==> src/rtl/sfifo_rd_stream.sv <==
// sfifo_rd_stream: read-side adapter for the synchronous FIFO.
// Pops the FIFO on credit (pend < BUF_D), absorbs the FIFO's FIFO_DLY-cycle
// read latency, and presents returned words as a valid/ready stream through
// a small circular skid buffer. Forwards flush and tracks underflow.
//
// Ports:
//   clk, rst            clock, synchronous active-high reset
//   fifo_re             pop request to the FIFO
//   fifo_rd             FIFO read data (valid FIFO_DLY cycles after a pop)
//   fifo_empt           FIFO empty
//   fifo_udf            FIFO underflow pulse
//   fifo_fsh            flush to the FIFO (combinational copy of flush)
//   flush               flush request from control
//   m_valid/m_data      output stream beat
//   m_ready             downstream accept
//   pend                words in flight plus words buffered
//   udf_err             sticky underflow flag, cleared by rst or flush
module sfifo_rd_stream #(
  parameter int unsigned FIFO_W   = 32,
  parameter int unsigned FIFO_DLY = 0,
  parameter int unsigned BUF_D    = FIFO_DLY + 2,
  parameter int unsigned CNT_W    = $clog2(BUF_D + 1)
) (
  input  logic              clk,
  input  logic              rst,
  output logic              fifo_re,
  input  logic [FIFO_W-1:0] fifo_rd,
  input  logic              fifo_empt,
  input  logic              fifo_udf,
  output logic              fifo_fsh,
  input  logic              flush,
  output logic              m_valid,
  output logic [FIFO_W-1:0] m_data,
  input  logic              m_ready,
  output logic [CNT_W-1:0]  pend,
  output logic              udf_err
);

  localparam int unsigned      PTR_W    = (BUF_D > 1) ? $clog2(BUF_D) : 1;
  localparam logic [PTR_W-1:0] PTR_LAST = PTR_W'(BUF_D - 1);
  localparam logic [CNT_W-1:0] CNT_MAX  = CNT_W'(BUF_D);

  logic [FIFO_W-1:0] mem_q [BUF_D];
  logic [PTR_W-1:0]  rd_ptr_q, rd_ptr_d;
  logic [PTR_W-1:0]  wr_ptr_q, wr_ptr_d;
  logic [CNT_W-1:0]  cnt_q, cnt_d;
  logic [CNT_W-1:0]  pend_q, pend_d;
  logic [FIFO_W-1:0] m_data_q, m_data_d;
  logic              udf_q, udf_d;
  logic              ret;     // a popped word is on fifo_rd this cycle
  logic              we;
  logic              accept;

  function automatic logic [PTR_W-1:0] ptr_inc(input logic [PTR_W-1:0] p);
    return (p == PTR_LAST) ? '0 : p + 1'b1;
  endfunction

  // Credit comes only from the registered pend; a same-cycle accept does not help.
  assign fifo_re  = !rst && !flush && !fifo_empt && (pend_q < CNT_MAX);
  assign fifo_fsh = flush;
  assign m_valid  = (cnt_q != '0);
  assign m_data   = m_data_q;
  assign pend     = pend_q;
  assign udf_err  = udf_q;
  assign accept   = m_valid && m_ready;

  // In-flight tracker: one valid bit per outstanding pop, aligned to the FIFO delay.
  if (FIFO_DLY == 0) begin : g_no_dly
    assign ret = fifo_re;
  end else begin : g_dly
    logic [FIFO_DLY-1:0] sh_q;
    always_ff @(posedge clk) begin
      if (rst || flush) begin
        sh_q <= '0;
      end else begin
        sh_q <= (sh_q << 1) | FIFO_DLY'(fifo_re);
      end
    end
    assign ret = sh_q[FIFO_DLY-1];
  end

  always_comb begin
    we       = ret;
    rd_ptr_d = accept ? ptr_inc(rd_ptr_q) : rd_ptr_q;
    wr_ptr_d = we ? ptr_inc(wr_ptr_q) : wr_ptr_q;
    cnt_d    = cnt_q + CNT_W'(we) - CNT_W'(accept);
    pend_d   = pend_q + CNT_W'(fifo_re) - CNT_W'(accept);
    // Next head: bypass the incoming word when it lands in the head slot.
    m_data_d = (we && (wr_ptr_q == rd_ptr_d)) ? fifo_rd : mem_q[rd_ptr_d];
    udf_d    = udf_q | fifo_udf;
    if (flush) begin
      we       = 1'b0;
      rd_ptr_d = '0;
      wr_ptr_d = '0;
      cnt_d    = '0;
      pend_d   = '0;
      m_data_d = '0;
      udf_d    = 1'b0;
    end
  end

  always_ff @(posedge clk) begin
    if (rst) begin
      rd_ptr_q <= '0;
      wr_ptr_q <= '0;
      cnt_q    <= '0;
      pend_q   <= '0;
      m_data_q <= '0;
      udf_q    <= 1'b0;
    end else begin
      rd_ptr_q <= rd_ptr_d;
      wr_ptr_q <= wr_ptr_d;
      cnt_q    <= cnt_d;
      pend_q   <= pend_d;
      m_data_q <= m_data_d;
      udf_q    <= udf_d;
    end
  end

  // Storage needs no reset; occupancy is tracked by cnt_q.
  always_ff @(posedge clk) begin
    if (!rst && we) begin
      mem_q[wr_ptr_q] <= fifo_rd;
    end
  end

endmodule

==> config.mk <==
export PLATFORM = sky130hd
export DESIGN_NAME = sfifo_rd_stream
export DESIGN_NICKNAME = d
export VERILOG_FILES = /design/src/rtl/sfifo_rd_stream.sv
export SDC_FILE = /design/constraint.sdc
export NUM_CORES = 1
export LEC_CHECK = 0
export ABC_AREA = 1
export CORE_ASPECT_RATIO = 1.5
export CORE_UTILIZATION = 57
export CTS_BUF_LIST = sky130_fd_sc_hd__clkbuf_16
export CTS_CLUSTER_SIZE = 8
export DETAILED_ROUTE_END_ITERATION = 10
export HOLD_SLACK_MARGIN = 0.05
export PLACE_DENSITY = 0.85
export SYNTH_ARGS = -nofsm -noshare
export SYNTH_HDL_FRONTEND = slang
export SYNTH_SLANG_ARGS = --single-unit
==> constraint.sdc <==
create_clock -name clk -period 4.8 [get_ports clk]
set_input_delay 0.96 -clock clk [delete_from_list [all_inputs] [get_ports clk]]
set_output_delay 0.96 -clock clk [all_outputs]
set_load 0.005 [all_outputs]
==> flow_metrics.py <==
metrics = {
    "outcome": {
        "status": "finished, final reports clean",
    },
    "power": {
        "p_sw_uw": 425,
        "p_int_uw": 1560,
        "power_frac_clock_pct": 42.0,
        "power_density_nw_per_um2": 357,
        "swShare_pct": 21.4,
        "power_frac_seq_pct": 49.0,
        "p_comb_share_pct": 9.0,
        "p_leak_uw": 0.00256,
        "vdd_drop_max_v": 0.000390,
    },
    "floorplanning": {
        "num_io_pins": 76,
        "die_h_um": 110,
        "row_count": 38,
        "fp.dieArea_um2": 8100,
        "fp.dieW_um": 73.8,
        "core_area_um2": 7370,
        "start_util_pct": 59.8,
    },
    "drt": {
        "drc_errors": 0,
        "detail-route-antenna-nets": 0,
        "dr.pass1.iters": 5,
        "num_vias": 3504,
        "drt_wl_total_um": 10100,
        "vias_per_cell": 5.29,
        "drt_iter0_markers": 282,
        "routedWlPerCell_um": 15.2,
    },
    "place": {
        "port_buffers": 75,
        "dpl.hpwl_um": 5710,
        "place.gp.congestion": 0.744,
        "dp_cells": 647,
    },
    "final_layout": {
        "final_cell_mix": "inv_1 (107), nand2_1 (100), nand3_1 (100)",
        "n_antenna_cell": 0,
        "utilization_pct": 75.3,
        "drive_gt1_share_pct": 4.62,
        "area_growth_pct": 25.9,
        "fin_nets": 600,
        "finalNonFillerCells": 663,
        "final_common_cell": "inv_1",
    },
    "clocking": {
        "cts_buffers": 9,
        "cts_tree": "yes",
        "cts_buffer_depth": 2,
        "postCtsSetupBuffers": 0,
        "cts_hold_buf": 0,
        "clock_sinks": 103,
        "htree_levels": 3,
        "cts.clk_slew.worst_paths_ns": 0.06,
        "cts_resized": 0,
        "clk_latency_ns": 0.35,
        "cts-root-buf": "clkbuf_16",
    },
    "logic_synthesis": {
        "synth-xor-area-share_pct": 0.397,
        "synth-adder-area-share_pct": 1.14,
        "syn_nets": 537,
        "synthMuxAreaShare_pct": 0,
        "synth_seq_cells": 103,
        "yosys.area_share.simple_pct": 24.1,
        "synthesis.instances": 495,
        "yosysSeqAreaShare_pct": 61.3,
        "synth.avg_cell_area_um2": 8.91,
        "synth_top_family_by_area": "simple AND/OR/NAND/NOR gates",
        "synth_warnings": 0,
        "syn_area_um2": 4410,
        "synth_compound_area_share_pct": 0.795,
        "yosysUniqueCellTypes": 20,
    },
    "critical_path": {
        "cp.required_ns": 3.84,
        "path_buf_inv": 2,
        "arrival_ns": 2.86,
        "crit_fanout": 14,
        "cpLargestDelayFamily": "buffers and inverters",
        "path_class": "input pin to output pin",
        "critPathMaxStageDelay_ns": 0.65,
        "path_common_cell": "clkdlybuf4s50_1",
        "crit_chain": "clkdlybuf4s50_1 -> or2_1 -> nor3_4 -> clkdlybuf4s50_1",
        "cp-start-kind": "input pin",
        "slowest_stage": "clkdlybuf4s50_1",
        "critPathCaptureType": "output pin",
    },
    "job": {
        "drv_cap": 0,
    },
    "timing": {
        "rsz0062_at_grt": "no",
        "worst_slew_pin_slew_ns": 1.24,
        "skew_ns": 0.00988,
        "tns_ns": 0,
        "slew_headroom_pct": 17.4,
        "post-route-min-period_ns": 3.82,
        "slew_viol_final": 0,
        "setup-violations-final": 0,
        "hold_viol_final": 0,
        "max_freq_mhz": 262,
        "min_period_over_period_pct": 79.6,
    },
    "global_route": {
        "grt_pass1_wl_um": 15800,
        "antenna_found_initial": 0,
        "grt_usage_pct": 26.5,
        "grt_max_degree": 36,
        "grt.overflow.total": 0,
        "grt_pass1_vias": 3473,
    },
    "worst_hold_path": {
        "hold_class": "register to register",
    },
}
==> flip-flops by register name (all words and copies together) (netlist names) <==
| signal | flops |
|---|---|
| cnt_q | 2 |
| m_data | 32 |
| mem_q | 64 |
| udf_err | 1 |
| wr_ptr_q | 1 |
| rd_ptr_q | 1 |
| pend | 2 |
==> power by group through the flow <==
stage | Combinational, uW | Clock [uW] | Sequential [uW]
after detailed placement | 175 | 0 | 991
after global routing | 197 | 865 | 973
after floorplan | 85.3 | 0 | 992
after global placement | 168 | 0 | 990
final | 178 | 833 | 971
after CTS | 178 | 839 | 972
==> synth_stat cells (all sizes together) <==
cell type / n / area, um^2
inv: 108 / 405
or2: 1 / 6.26
nand3: 103 / 521
edfxtp: 64 / 1920
a21oi: 3 / 15.0
xor2: 2 / 17.5
ha: 4 / 50.1
clkbuf: 17 / 63.8
nand2: 100 / 375
dfxtp: 39 / 781
clkinv: 1 / 3.75
buf: 9 / 66.3
nor2: 39 / 146
nor3: 1 / 16.3
o21ai: 4 / 20.0
==> area by class of cell <==
cell class	instances	area, um^2
clock buffers	9	225
clock inverters	7	121
fillers	485	1820
inverters	109	409
multi-input cells	257	1190
flip-flops and latches	103	2700
well taps	100	125
repair buffers	78	773
==> per-layer routing <==
| metal | track usage (%) | part of all wire, % | vias to the layer above |
|---|---|---|---|
| li1 | - | - | 1669 |
| met5 | 0 | 0 | - |
| met2 | 46.9 | 54 | 163 |
| met3 | 5.04 | 6.4 | 24 |
| met1 | 30.1 | 37 | 1648 |
| met4 | 13.2 | 2.4 | 0 |
==> cells by family (layout without fill, tap and decap cells) <==
logic type | count (synthesis) | after routing
AOI/OAI and AO/OA | 7 | 7
and+or+nand+nor | 244 | 244
adders and majority gates | 4 | 4
buffers and inverters | 135 | 203
xor gates and xnor gates | 2 | 2
DFF | 103 | 103
==> worst reg2reg max path: stages (launching register included) <==
cell and delay [ns]:
dfxtp_1 0.39, inv_1 0.07, nand2_1 0.18, nand3_2 0.66
nand3_1 0.33, nand2_1 0.76, nand3_1 0.30, nand2_1 0.09
nor2_1 0.16
==> stage by stage <==
stage               hold slack (ns)  setup slack [ns]  total power, uW  cell area [um^2]
global placement              0.457             0.986             1160              5200
floorplan                     0.444              1.34             1080              4410
CTS                           0.493             0.966             1990              5550
detailed placement            0.471             0.976             1170              5200
global route                  0.539             0.874             2030              5550
finish                        0.488             0.981             1980              5550
==> path summary, 6_finish.rpt <==
path | start | slack [ns] | cells after the start | endpoint
worst min-delay path | udf_err | 0.49 | 2 | udf_err
worst max-delay path | flush | 0.98 | 4 | fifo_re
worst min register to register | udf_err | 0.49 | 2 | udf_err
worst max register to register | cnt_q[1] | 1.80 | 8 | m_data[22]
Note: power is estimated with default switching activity, not from simulation.
